### config.mk
export PLATFORM = sky130hd
export DESIGN_NAME = fetch_stage
export DESIGN_NICKNAME = d
export VERILOG_FILES = /design/src/rtl/cpu_types_pkg.sv /design/src/rtl/fetch_stage.sv
export SDC_FILE = /design/constraint.sdc
export NUM_CORES = 1
export LEC_CHECK = 0
export CAP_MARGIN = 10
export CORE_MARGIN = 2
export CORE_UTILIZATION = 45
export DETAILED_ROUTE_END_ITERATION = 8
export DONT_BUFFER_PORTS = 1
export PLACE_DENSITY = 0.66
export REMOVE_ABC_BUFFERS = 1
export SLEW_MARGIN = 10
export SYNTH_ARGS = -nofsm -noshare
export SYNTH_HDL_FRONTEND = slang
export SYNTH_SLANG_ARGS = --single-unit
### constraint.sdc
create_clock -name CLK -period 6.8 [get_ports CLK]
set_input_delay 0.34 -clock CLK [delete_from_list [all_inputs] [get_ports CLK]]
set_output_delay 0.34 -clock CLK [all_outputs]
set_load 0.01 [all_outputs]
### src/rtl/cpu_types_pkg.sv
// Shared CPU types: word type, HALT opcode, fetch FSM states and PC step.
// Consumers: fetch_stage (HALTED state used only when FETCH_HALT_EN is defined).
package cpu_types_pkg;

    typedef logic [31:0] word_t;

    localparam logic [5:0] HALT    = 6'h3F;
    localparam word_t      PC_STEP = 32'd4;

    typedef enum logic [1:0] {
        FETCH  = 2'd0,
        HOLD   = 2'd1,
        DRAIN  = 2'd2,
        HALTED = 2'd3
    } fetch_state_t;

    function automatic logic is_halt(input word_t w);
        return (w[31:26] == HALT);
    endfunction

endpackage

### src/rtl/fetch_stage.sv
// Instruction-fetch stage: owns the PC, drives the icache handshake and feeds IF/ID.
// Optional macro FETCH_HALT_EN: a handed-off HALT parks fetch in HALTED until redirect.
module fetch_stage
    import cpu_types_pkg::*;
#(
    parameter logic [31:0] PC_INIT = 32'h0000_0000
) (
    input  logic        CLK,
    input  logic        nRST,
    input  logic        ihit,
    input  logic [31:0] iload,
    output logic        iREN,
    output logic [31:0] iaddr,
    input  logic        stall,
    input  logic        redirect,
    input  logic [31:0] redirect_pc,
    output logic [31:0] instruction_out,
    output logic [31:0] normal_pc_out,
    output logic [31:0] next_pc_out,
    output logic        update_out,
    output logic        flush_out
);

    fetch_state_t r_state;
    fetch_state_t w_next_state;
    word_t        r_pc;
    word_t        r_hold;
    word_t        r_tgt;
    word_t        r_instr_last;
    word_t        r_npc_last;
    word_t        w_pc_plus4;
    word_t        w_pc_next;
    word_t        w_tgt_next;
    word_t        w_hold_next;
    logic         w_update;

    assign w_pc_plus4 = r_pc + PC_STEP;

    always_ff @(posedge CLK or negedge nRST) begin
        if (!nRST) begin
            r_state <= FETCH;
        end else begin
            r_state <= w_next_state;
        end
    end

    always_comb begin
        w_next_state = r_state;
        case (r_state)
            FETCH: begin
                if (redirect) begin
                    w_next_state = ihit ? FETCH : DRAIN;
                end else if (ihit && stall) begin
                    w_next_state = HOLD;
`ifdef FETCH_HALT_EN
                end else if (ihit && is_halt(iload)) begin
                    w_next_state = HALTED;
`endif
                end
            end
            HOLD: begin
                if (redirect) begin
                    w_next_state = FETCH;
                end else if (!stall) begin
`ifdef FETCH_HALT_EN
                    w_next_state = is_halt(r_hold) ? HALTED : FETCH;
`else
                    w_next_state = FETCH;
`endif
                end
            end
            DRAIN: begin
                if (ihit) begin
                    w_next_state = FETCH;
                end
            end
`ifdef FETCH_HALT_EN
            HALTED: begin
                if (redirect) begin
                    w_next_state = FETCH;
                end
            end
`endif
            default: w_next_state = FETCH;
        endcase
    end

    // Redirect always suppresses the IF/ID update; reset gates the handshake outputs.
    always_comb begin
        w_update        = 1'b0;
        iREN            = 1'b0;
        instruction_out = r_instr_last;
        case (r_state)
            FETCH: begin
                iREN     = nRST;
                w_update = nRST && ihit && !stall && !redirect;
                if (w_update) begin
                    instruction_out = iload;
                end
            end
            HOLD: begin
                w_update        = nRST && !stall && !redirect;
                instruction_out = r_hold;
            end
            DRAIN: begin
                iREN = nRST;
            end
            default: ;
        endcase
    end

    assign update_out    = w_update;
    assign flush_out     = redirect;
    assign iaddr         = r_pc;
    assign next_pc_out   = w_pc_plus4;
    assign normal_pc_out = w_update ? w_pc_plus4 : r_npc_last;

    always_comb begin
        w_pc_next   = r_pc;
        w_tgt_next  = r_tgt;
        w_hold_next = r_hold;
        case (r_state)
            FETCH: begin
                if (redirect && ihit) begin
                    w_pc_next = redirect_pc;
                end else if (redirect) begin
                    w_tgt_next = redirect_pc;
                end else if (ihit && stall) begin
                    w_hold_next = iload;
                end else if (ihit) begin
                    w_pc_next = w_pc_plus4;
                end
            end
            HOLD: begin
                if (redirect) begin
                    w_pc_next = redirect_pc;
                end else if (!stall) begin
                    w_pc_next = w_pc_plus4;
                end
            end
            DRAIN: begin
                // A redirect coinciding with the returning miss is the newest target.
                if (redirect) begin
                    w_tgt_next = redirect_pc;
                end
                if (ihit) begin
                    w_pc_next = redirect ? redirect_pc : r_tgt;
                end
            end
`ifdef FETCH_HALT_EN
            HALTED: begin
                if (redirect) begin
                    w_pc_next = redirect_pc;
                end
            end
`endif
            default: ;
        endcase
    end

    always_ff @(posedge CLK or negedge nRST) begin
        if (!nRST) begin
            r_pc   <= PC_INIT;
            r_hold <= '0;
            r_tgt  <= PC_INIT;
        end else begin
            r_pc   <= w_pc_next;
            r_hold <= w_hold_next;
            r_tgt  <= w_tgt_next;
        end
    end

    always_ff @(posedge CLK) begin
        if (w_update) begin
            r_instr_last <= instruction_out;
            r_npc_last   <= w_pc_plus4;
        end
    end

endmodule

==> results of run 1 <==
-- state kept, by name, summed over array words and instances, names as in the netlist --
name          count
iaddr            32
r_hold           32
r_instr_last     32
r_npc_last       32
r_tgt            32
r_state           2
-- power by group --
part           internal [mW]  switching [mW]
logic                  0.693            1.09
registers               1.42           0.378
clock network          0.517           0.421
total                   2.63            1.89
-- path summary, 6_finish.rpt --
path	startpoint	to	depth (start not counted)
min in group asynchronous	nRST	r_tgt[22]	2
worst max-delay path	r_state[1]	normal_pc_out[24]	7
max in group asynchronous	nRST	r_hold[20]	2
worst min-delay path	redirect_pc[20]	r_tgt[20]	1
worst min register to register	r_tgt[15]	r_tgt[15]	1
worst max register to register	r_state[1]	r_npc_last[24]	7
-- worst reg2reg max path: cells and delay by family (launching register included) --
family	cells	cell delay [ps]
adders and majority gates	1	420
and+or+nand+nor	1	750
DFF	1	410
buffers and inverters	3	1160
muxes	1	480
AOI/OAI and AO/OA	1	130
-- routing by layer --
layer | up-vias | share of wire, %
li1 | 3228 | -
met1 | 3481 | 40
met2 | 378 | 47
met3 | 27 | 11
met4 | 0 | 1.2
met5 | - | 0
-- cell usage in the layout (no fill, tap or decap), types with 18 or more instances in the layout --
| cell | count |
|---|---|
| nand2_1 | 113 |
| inv_1 | 22 |
| a221o_1 | 34 |
| nor2_1 | 55 |
| nand3_1 | 18 |
| a21oi_1 | 40 |
| a21boi_0 | 32 |
| clkbuf_16 | 18 |
| o21ai_0 | 40 |
| edfxtp_1 | 32 |
| dfxtp_1 | 32 |
| mux2_2 | 84 |
| dfrtp_1 | 98 |
-- stage by stage --
stage	area, µm²	hold WS, ps
floorplan	8491	44.41
global placement	8942	47.76
detailed placement	8942	47.44
CTS	9558	36.74
global route	9560	33.72
finish	9560	52.88
-- cells by family after synthesis --
kind of cell | count (synthesis) | share of synthesized area, %
AO/OA/AOI/OAI | 254 | 20.96
AND/OR/NAND/NOR | 259 | 14.30
multiplexers | 89 | 11.30
XOR/XNOR | 23 | 2.286
flip-flops | 162 | 46.01
buffers and inverters | 97 | 4.573
adder cells (fa/ha/maj) | 4 | 0.5680
-- cell type report --
cell class,count,area [µm²]
inverter,22,82.58
clock buffer,21,481.7
clock inverter,11,96.34
tap,265,331.6
antenna,1,2.502
timing repair buffer,16,142.6
fill,1782,9774
sequential,162,4054
multi-input combinational,629,4369
-- repair_timing --
action | CTS | global route
endpoints found under the hold margin | 98 | 0
hold buffers | 2 | 0
gates resized for setup | 0 | 0
endpoints found under the setup margin | 0 | 0
==> impl_results.md, run 1 <==
* Share of cells above drive strength 1 at 17.42%
* Yosys cell types at 67
* Netlist Area Pre-Place at 8811 µm²
* Initial antenna violation count at 1
* Synthesized flop and latch total at 162
* Port Buffers at 0
* Via count at 7114
* Worst-path clk slew at 70 ps
* Post-Layout Cell Count at 1127
* Max Freq at 242.9 MHz
* Setup-failing EPs final at 0
* Skew-Pair Late Insertion Delay at 430 ps
* Via/cell ratio at 6.312
* Crit-path slowest cell: nor2_4
* Vias in the first global route at 6764
* TNS Setup at 0 ps
* Worst Setup Slack, final at 2683 ps
* Largest net degree at the start of global routing at 99
* H-tree Lvls at 4
* Power, Total at 4.515 mW
* Fraction of registers with async set/reset at 60.49%
* Max-cap violation count at 0
* Mapped Cells at 888
* Area growth, synth to finish at 8.506%
* Cell taking the most area after synthesis: dfrtp_1
* Die Span X at 143.9 µm
* Setup Skew at 11.55 ps
* M3 GR Usage at 8.830%
* Clock sinks at 162
* Slew HR at 26.61%
* Share of the clock period used by the worst path at 60.54%
* # placed instances at 1092
* Die height at 143.9 µm
* Rows at 51
* GR Overflow Total at 0
* Critical-path cell list: inv_1 -> ha_2 -> buf_4 -> a21oi_1 -> nor2_4 -> buf_4 -> mux2_2
* Synth top area share at 27.83%
* CP endpoint kind: output pin
* Routed Antenna Nets at 0
* Syn. warnings at 0
* Drt first pass iters at 6
* Top_reg_cell synth: dfrtp_1
* Initial Utilization at 45.57%
* Final Hold Viols at 0
* Crit path required time at 6460 ps
* Core Area at 19330 µm²
* PwrDens at 472.2 nW/µm²
* R2r setup slk at 3330 ps
* Post-layout util at 49.45%
* RSZ-0062 raised after global routing: no
* CP Buf/Inv Count at 3
* Root buf cell: clkbuf_16
* CTS tree: yes
* Tightest Pin Transition at 1101 ps
* Top Family by Delay on Critical Path: buffers and inverters
* Worst vdd ir at 0.0002209 V
* Post-CTS setup buffers at 0
* DR DRC count at 0
* Die area at 20720 µm²
* First-pass GRT wire length at 39.03 mm
* Grt peak-use layer: met2
* Outcome: complete, no violations
* Startpoint Class: flop
* CP Class: reg -> out
* Hold Crit Class: in -> reg
* Critical Path AT at 3780 ps
* Critical Path Max Stage Delay at 750 ps
* Most used cell, CP: buf_4
* Crit path max fanout at 43
* Met2 Resource Use GR at 39.75%
* EDFF count, synth at 32
* Pre-CTS WS at 3121 ps
* DRT iter0 DRCs at 658
* Register area share after synthesis at 46.01%
* Final Max Tran Viols at 0
* Top-count cell post-synth: nand2_1
* Max Buffers Root-to-Sink at 2
* Layout Nets at 921
* Fin crit period at 4117 ps
* CTS buffer count at 17
* Gr usage total at 24.60%
* Area contributors post-synth: dfrtp_1, edfxtp_1, mux2_2
* Lkg Pwr at 3.726 nW
* Ports at 200
* Gpl congestion at 0.8752
* Syn avg cell area at 9.922 µm²
* Routing usage on met1 at 31.62%
* Post-synth top cells: nand2_1, dfrtp_1, mux2_2
* WL per Instance at 22.76 µm
* DPL Wire Length at 16.81 mm
* Final wirelength at 25.65 mm
(Power assumes the default switching activity.)
==> run 2: changes to the inputs <==
ABC_AREA = 1   (was not set)
clock period = 3.95 ns   (was 6.8 ns; I/O delays follow)
==> run 2 against run 1 <==
- final cell count up 31%
- clock skew down 3.0 ps
- highest routed layer unchanged
- critical endpoint is now iaddr[5]
- largest power group is now combinational logic
- area after synthesis up 3.3%
- register-to-register slack worse by 2500 ps
==> impl_results.md, run 2 <==
* Outcome: complete, no violations
* Crit path max fanout at 34 (-21%)
* Design Area, Final at 10360 µm² (+8.3%)
* Synthesized flop and latch total at 162 (unchanged)
* Post-layout util at 51.68% (+2.2 points)
* N_diodes at 0 (-1)
* Layout Nets at 1271 (+38%)
* Lkg Pwr at 4.396 nW (+18%)
* Fraction of registers with async set/reset at 60.49% (unchanged)
* Area growth, synth to finish at 13.79%
* EDFF count, synth at 32 (unchanged)
* Power, Total at 8.404 mW (+86%)
* Die Span X at 146.2 µm (+1.6%)
* Setup-failing EPs final at 0 (unchanged)
* Mapped Cells at 1201 (+35%)
* Met2 Resource Use GR at 41.75% (+2.0 points)
* Final Hold Viols at 0 (unchanged)
* Root buf cell: clkbuf_16
* Area contributors post-synth: dfrtp_1, nand2_1, edfxtp_1
* FF-to-FF End: iaddr[5]
* Final wirelength at 27.80 mm (+8.4%)
* Worst vdd ir at 0.0003412 V (+54%)
* Port Buffers at 0 (unchanged)
* Tightest Pin Transition at 947.5 ps (-153.4 ps)
* DRT iter0 DRCs at 548 (-17%)
* Largest net degree at the start of global routing at 99 (unchanged)
* Clock sinks at 162 (unchanged)
* Worst Setup Slack, final at 821.3 ps (-1862 ps)
* Syn. warnings at 0 (unchanged)
* Crit path required time at 4230 ps (-2230 ps)
* Skew-Pair Late Insertion Delay at 420 ps (about the same)
* Final Max Tran Viols at 0 (unchanged)
* Via/cell ratio at 5.590 (-11%)
* Ports at 200 (unchanged)
* First-pass GRT wire length at 44.27 mm (+13%)
* Max-cap violation count at 0 (unchanged)
* Syn avg cell area at 7.578 µm² (-24%)
* GR Overflow Total at 0 (unchanged)
* Post-CTS setup buffers at 0 (unchanged)
* Fin crit period at 3129 ps
* CTS buffer count at 17 (unchanged)
* Max Freq at 319.6 MHz
* Yosys cell types at 40 (-40%)
* Setup Skew at 8.531 ps (-3.018 ps)
* Routed Antenna Nets at 0 (unchanged)
* Worst Hold End: iaddr[15]
* Vias in the first global route at 7827 (+16%)
* Worst-path clk slew at 70 ps (about the same)
* Cell count of the worst hold path at 4 (+3)
* Initial Utilization at 45.42% (-0.15 points)
* H-tree Lvls at 4 (unchanged)
* Pre-CTS WS at 842.3 ps (-2279 ps)
* R2R depth at 10 (+3)
* # resized after CTS at 0 (unchanged)
* CP endpoint kind: flop
* Die area at 21380 µm² (+3.2%)
* RSZ-0062 raised after global routing: no
* # fillers at 1903 (+6.8%)
* CTS tree: yes
* Share of the clock period used by the worst path at 79.21%
* Register area share after synthesis at 44.54% (-1.5 points)
* Top-count cell post-synth: nand2_1
* Grt peak-use layer: met2
* Slew HR at 36.76% (+10 points)
* PwrDens at 811.5 nW/µm² (+72%)
* Hold Crit Class: in -> reg
* Via count at 8279 (+16%)
* Initial antenna violation count at 0 (-1)
* DPL Wire Length at 17.66 mm (+5.1%)
* Max Buffers Root-to-Sink at 2 (unchanged)
* Die height at 146.2 µm (+1.6%)
* Gpl congestion at 0.8744 (about the same)
* M3 GR Usage at 8.531% (-0.30 points)
* Post-synth top cells: nand2_1, nor2_1, o21ai_0
* Netlist Area Pre-Place at 9101 µm² (+3.3%)
* Top_reg_cell synth: dfrtp_1
* Min-Delay Startpoint: redirect_pc[15]
* Core Area at 20040 µm² (+3.6%)
* DR DRC count at 0 (unchanged)
* Synth top area share at 26.95% (-0.89 points)
* Most frequent cells in the layout: nand2_1, nor2_1, o21ai_0
* WL per Instance at 18.77 µm (-18%)
* Worst r2r src: r_state[0]
* Gr usage total at 26.19% (+1.6 points)
* CP Class: reg -> reg
* Startpoint Class: flop
* Drt first pass iters at 8 (+2)
* R2r setup slk at 820 ps (-2510 ps)
* Rows at 52 (+2.0%)
* Cell taking the most area after synthesis: dfrtp_1
* Cell Area, Placed at 9255 µm² (+3.5%)
* Critical Path AT at 3410 ps (-370 ps)
* Routing usage on met1 at 34.66% (+3.0 points)
* Most common cell after layout, fill and taps aside: nand2_1
* Share of cells above drive strength 1 at 8.836% (-8.6 points)
[run 2: cell count changes after synthesis, sizes merged, moves of 11 or more]
cell,delta
a21boi,-26
a21oi,+48
a221o,-34
a22oi,-12
inv,+61
mux2,-52
nand2,+186
nand3,+55
nand4,-15
nor2,+122
o211ai,+29
o21ai,+59
xnor2,-11
[run 2: cell type report]
cell class / instances / area (µm²) / share of cell area [%]
multi-input cells: 883 / 4436 / 42.83
well taps: 270 / 337.8 / 3.262
repair buffers: 50 / 480.5 / 4.639
clock buffers: 18 / 429.2 / 4.144
flip-flops and latches: 162 / 4054 / 39.14
clock inverters: 14 / 304.0 / 2.936
inverters: 84 / 315.3 / 3.045
[run 2: power by group]
part / switching (mW) / total, mW / internal, mW
sequential: 0.579 / 3.00 / 2.42
clock: 0.696 / 2.07 / 1.38
combinational: 2.28 / 3.33 / 1.05
[run 2: logic make-up after synthesis]
| family | Yosys count | synth area share (%) |
|---|---|---|
| and+or+nand+nor | 565 | 25.71 |
| AOI/OAI and AO/OA | 271 | 16.98 |
| DFF | 162 | 44.54 |
| buffers and inverters | 156 | 6.956 |
| muxes | 32 | 3.959 |
| xor gates and xnor gates | 11 | 1.306 |
| adders and majority gates | 4 | 0.5499 |
[run 2: worst max-delay path, stage by stage (launching register included)]
cell     delay, ps
dfrtp_1        400
inv_1           90
ha_1           580
inv_1          290
buf_4          290
o21ai_0        200
inv_1          100
nand2_2        340
inv_2          380
nand3_1        210
o21ai_0         90
[run 2: worst max-delay path by stage]
stage / from / to / slack [ps] / cells after the start
after floorplan: r_state[1] / normal_pc_out[0] / -770 / 6
after global placement: r_state[0] / iaddr[10] / 950 / 10
after detailed placement: r_state[0] / iaddr[5] / 840 / 10
after CTS: r_state[0] / iaddr[5] / 820 / 10
after global routing: r_state[0] / iaddr[7] / 530 / 10
final: r_state[0] / iaddr[5] / 820 / 10
[run 2: timing repair]
item                       in CTS  in global routing
hold endpoints to repair      131                  0
setup endpoints to repair       0                  0
hold buffers                   35                  0
[run 2: per-stage QoR]
step | cells | hold WS [ps] | setup TNS [ps]
after floorplan | 1129 | -98.09 | -23920
after global placement | 1414 | -92.13 | 0
after detailed placement | 1414 | -93.15 | 0
after CTS | 1481 | 9.173 | 0
after global routing | 1481 | 36.94 | 0
final | 1481 | 22.52 | 0
[run 2: per-layer routing]
layer	up-vias	wire [µm]
met1	3911	11670
met4	0	324
met5	-	0
li1	3990	-
met2	347	12840
met3	31	2960
==> run 3: changes to the inputs <==
clock period = 3.28 ns   (was 3.95 ns; I/O delays follow)
==> run 3 against run 2 <==
- critical path depth fell by 4
- worst hold slack worse by 21 ps
- wire length rose by 1.7%
- combinational power increased by 23%
- core utilization increased by 0.087 points
- global-route usage grew 0.41 points
- register-to-register slack lost 120 ps
- sequential power up 20%
- flip-flop and latch count did not move
- largest power group unchanged
==> impl_results.md, run 3 (synthesized netlist as in run 2, its figures left out) <==
* Pre-CTS WS at 747.4 ps (-94.92 ps)
* Design Area, Final at 10370 µm² (+0.17%)
* # placed instances at 1422 (+0.57%)
* Root buf cell: clkbuf_16
* Gpl congestion at 0.8580 (-1.9%)
* DR DRC count at 0 (unchanged)
* Tightest Pin Transition at 833.6 ps (-114.0 ps)
* Die area at 21380 µm² (unchanged)
* Max Freq at 351.4 MHz
* Post-CTS setup buffers at 0 (unchanged)
* Register Area at 4054 µm² (unchanged)
* Lkg Pwr at 4.391 nW (-0.11%)
* # fillers at 1938 (+1.8%)
* Setup-failing EPs final at 0 (unchanged)
* Cell Area, Placed at 9340 µm² (+0.92%)
* # resized after CTS at 0 (unchanged)
* Routed Antenna Nets at 0 (unchanged)
* H-tree Lvls at 4 (unchanged)
* Rows at 52 (unchanged)
* Slew HR at 44.37% (+7.6 points)
* Power, Total at 9.706 mW (+15%)
* Max-cap violation count at 0 (unchanged)
* Worst-path clk slew at 70 ps (about the same)
* Ports at 200 (unchanged)
* CP endpoint kind: output pin
* PwrDens at 935.7 nW/µm² (+15%)
* CTS tree: yes
* Clock sinks at 162 (unchanged)
* Top Family by Delay on Critical Path: compound AO/OA/AOI/OAI gates
* Largest net degree at the start of global routing at 99 (unchanged)
* Gr usage total at 26.61% (+0.41 points)
* Worst vdd ir at 0.0004210 V (+23%)
* Via count at 8435 (+1.9%)
* CTS buffer count at 17 (unchanged)
* Crit path required time at 3120 ps (-1110 ps)
* Hold slack at 1.987 ps (-20.53 ps)
* Via/cell ratio at 5.627 (+0.66%)
* Most used cell, CP: inv_1
* Post-Layout Cell Count at 1499 (+1.2%)
* First-pass GRT wire length at 45.26 mm (+2.2%)
* Critical Path AT at 2680 ps (-730 ps)
* Critical Path Max Stage Delay at 620 ps (+40 ps)
* Fin crit period at 2846 ps
* DPL Wire Length at 17.90 mm (+1.3%)
* WL per Instance at 18.86 µm (+0.49%)
* Port Buffers at 0 (unchanged)
* DRT iter0 DRCs at 660 (+20%)
* Share of cells above drive strength 1 at 9.291% (+0.46 points)
* Hold bufs inserted after CTS at 43 (+23%)
* Crit-path slowest cell: o21ai_0
* CP Class: reg -> out
* Most common cell after layout, fill and taps aside: nand2_1
* Share of the clock period used by the worst path at 86.76%
* Hold Crit Class: in -> reg
* Vias in the first global route at 8110 (+3.6%)
* Worst Setup Slack, final at 434.2 ps (-387.1 ps)
* Final Max Tran Viols at 0 (unchanged)
* Most frequent cells in the layout: nand2_1, nor2_1, o21ai_0
* Crit path max fanout at 24 (-29%)
* Area growth, synth to finish at 13.98%
* Core Area at 20040 µm² (unchanged)
* CP Buf/Inv Count at 2 (-3)
* Startpoint Class: flop
* GR Overflow Total at 0 (unchanged)
* Initial Utilization at 45.42% (unchanged)
* Die height at 146.2 µm (unchanged)
* Area occupied by multi-input gates at 4436 µm² (unchanged)
* Outcome: complete, no violations
* Drt first pass iters at 5 (-3)
* Skew-Pair Late Insertion Delay at 440 ps (+20 ps)
* Max Buffers Root-to-Sink at 2 (unchanged)
* Layout Nets at 1287 (+1.3%)
* Die Span X at 146.2 µm (unchanged)
* Setup Skew at 17.14 ps (+8.612 ps)
* Final wirelength at 28.27 mm (+1.7%)
* RSZ-0062 raised after global routing: no
* Initial antenna violation count at 1 (+1)
* Critical-path cell list: inv_1 -> ha_1 -> nand2_1 -> a21oi_4 -> inv_1 -> o21ai_0
* Final Hold Viols at 0 (unchanged)
## run 3: cell types whose count changed in the layout (fill, tap and decap cells not counted), moves of 2 or more
cell | previous run | this run
buf_12 | 0 | 2
buf_4 | 15 | 21
bufinv_16 | 9 | 2
clkinv_4 | 0 | 3
clkinvlp_4 | 1 | 4
diode_2 | 0 | 2
dlygate4sd3_1 | 34 | 42
## run 3: routing by layer
metal	global-route usage [%]	part of all wire, %	vias to the layer above
li1	-	-	4034
met1	35.07	42	3993
met2	41.63	45	371
met3	8.500	11	37
met4	9.029	2.0	0
met5	0	0	-
## run 3: worst paths after layout
check,cells after the start,slack (ps),endpoint,start
worst max register to register,9,700,iaddr[7],r_state[0]
worst min-delay path,4,2,iaddr[5],redirect_pc[5]
max in group asynchronous,2,2520,r_hold[22],nRST
worst min register to register,1,500,r_hold[0],r_hold[0]
worst max-delay path,6,430,normal_pc_out[14],r_state[0]
min in group asynchronous,2,270,r_tgt[31],nRST
## run 3: area by class of cell
cell class	count	share of cell area, %
Tap cell	270	3.257
Antenna cell	2	0.04825
Sequential cell	162	39.08
Clock buffer	20	4.306
Multi-Input combinational cell	883	42.76
Inverter	84	3.039
Timing Repair Buffer	66	6.224
Clock inverter	12	1.291
## run 3: metrics by stage
stage | TNS, ps | util [%]
floorplan | -97520 | -
global route | 0 | 51.74
CTS | 0 | 51.74
finish | 0 | 51.77
global placement | 0 | 46.61
detailed placement | 0 | 46.61
## run 3: power by group
| group | internal, mW | leakage, nW | switching, mW |
|---|---|---|---|
| registers | 2.91 | 1.73 | 0.698 |
| clock network | 1.14 | 0.270 | 0.857 |
| logic | 1.34 | 2.39 | 2.76 |
## run 3: tightest hold or removal path: cells and delay by family
| kind | cells | cell delay, ps |
|---|---|---|
| and+or+nand+nor | 3 | 170 |
| AOI/OAI and AO/OA | 1 | 70 |
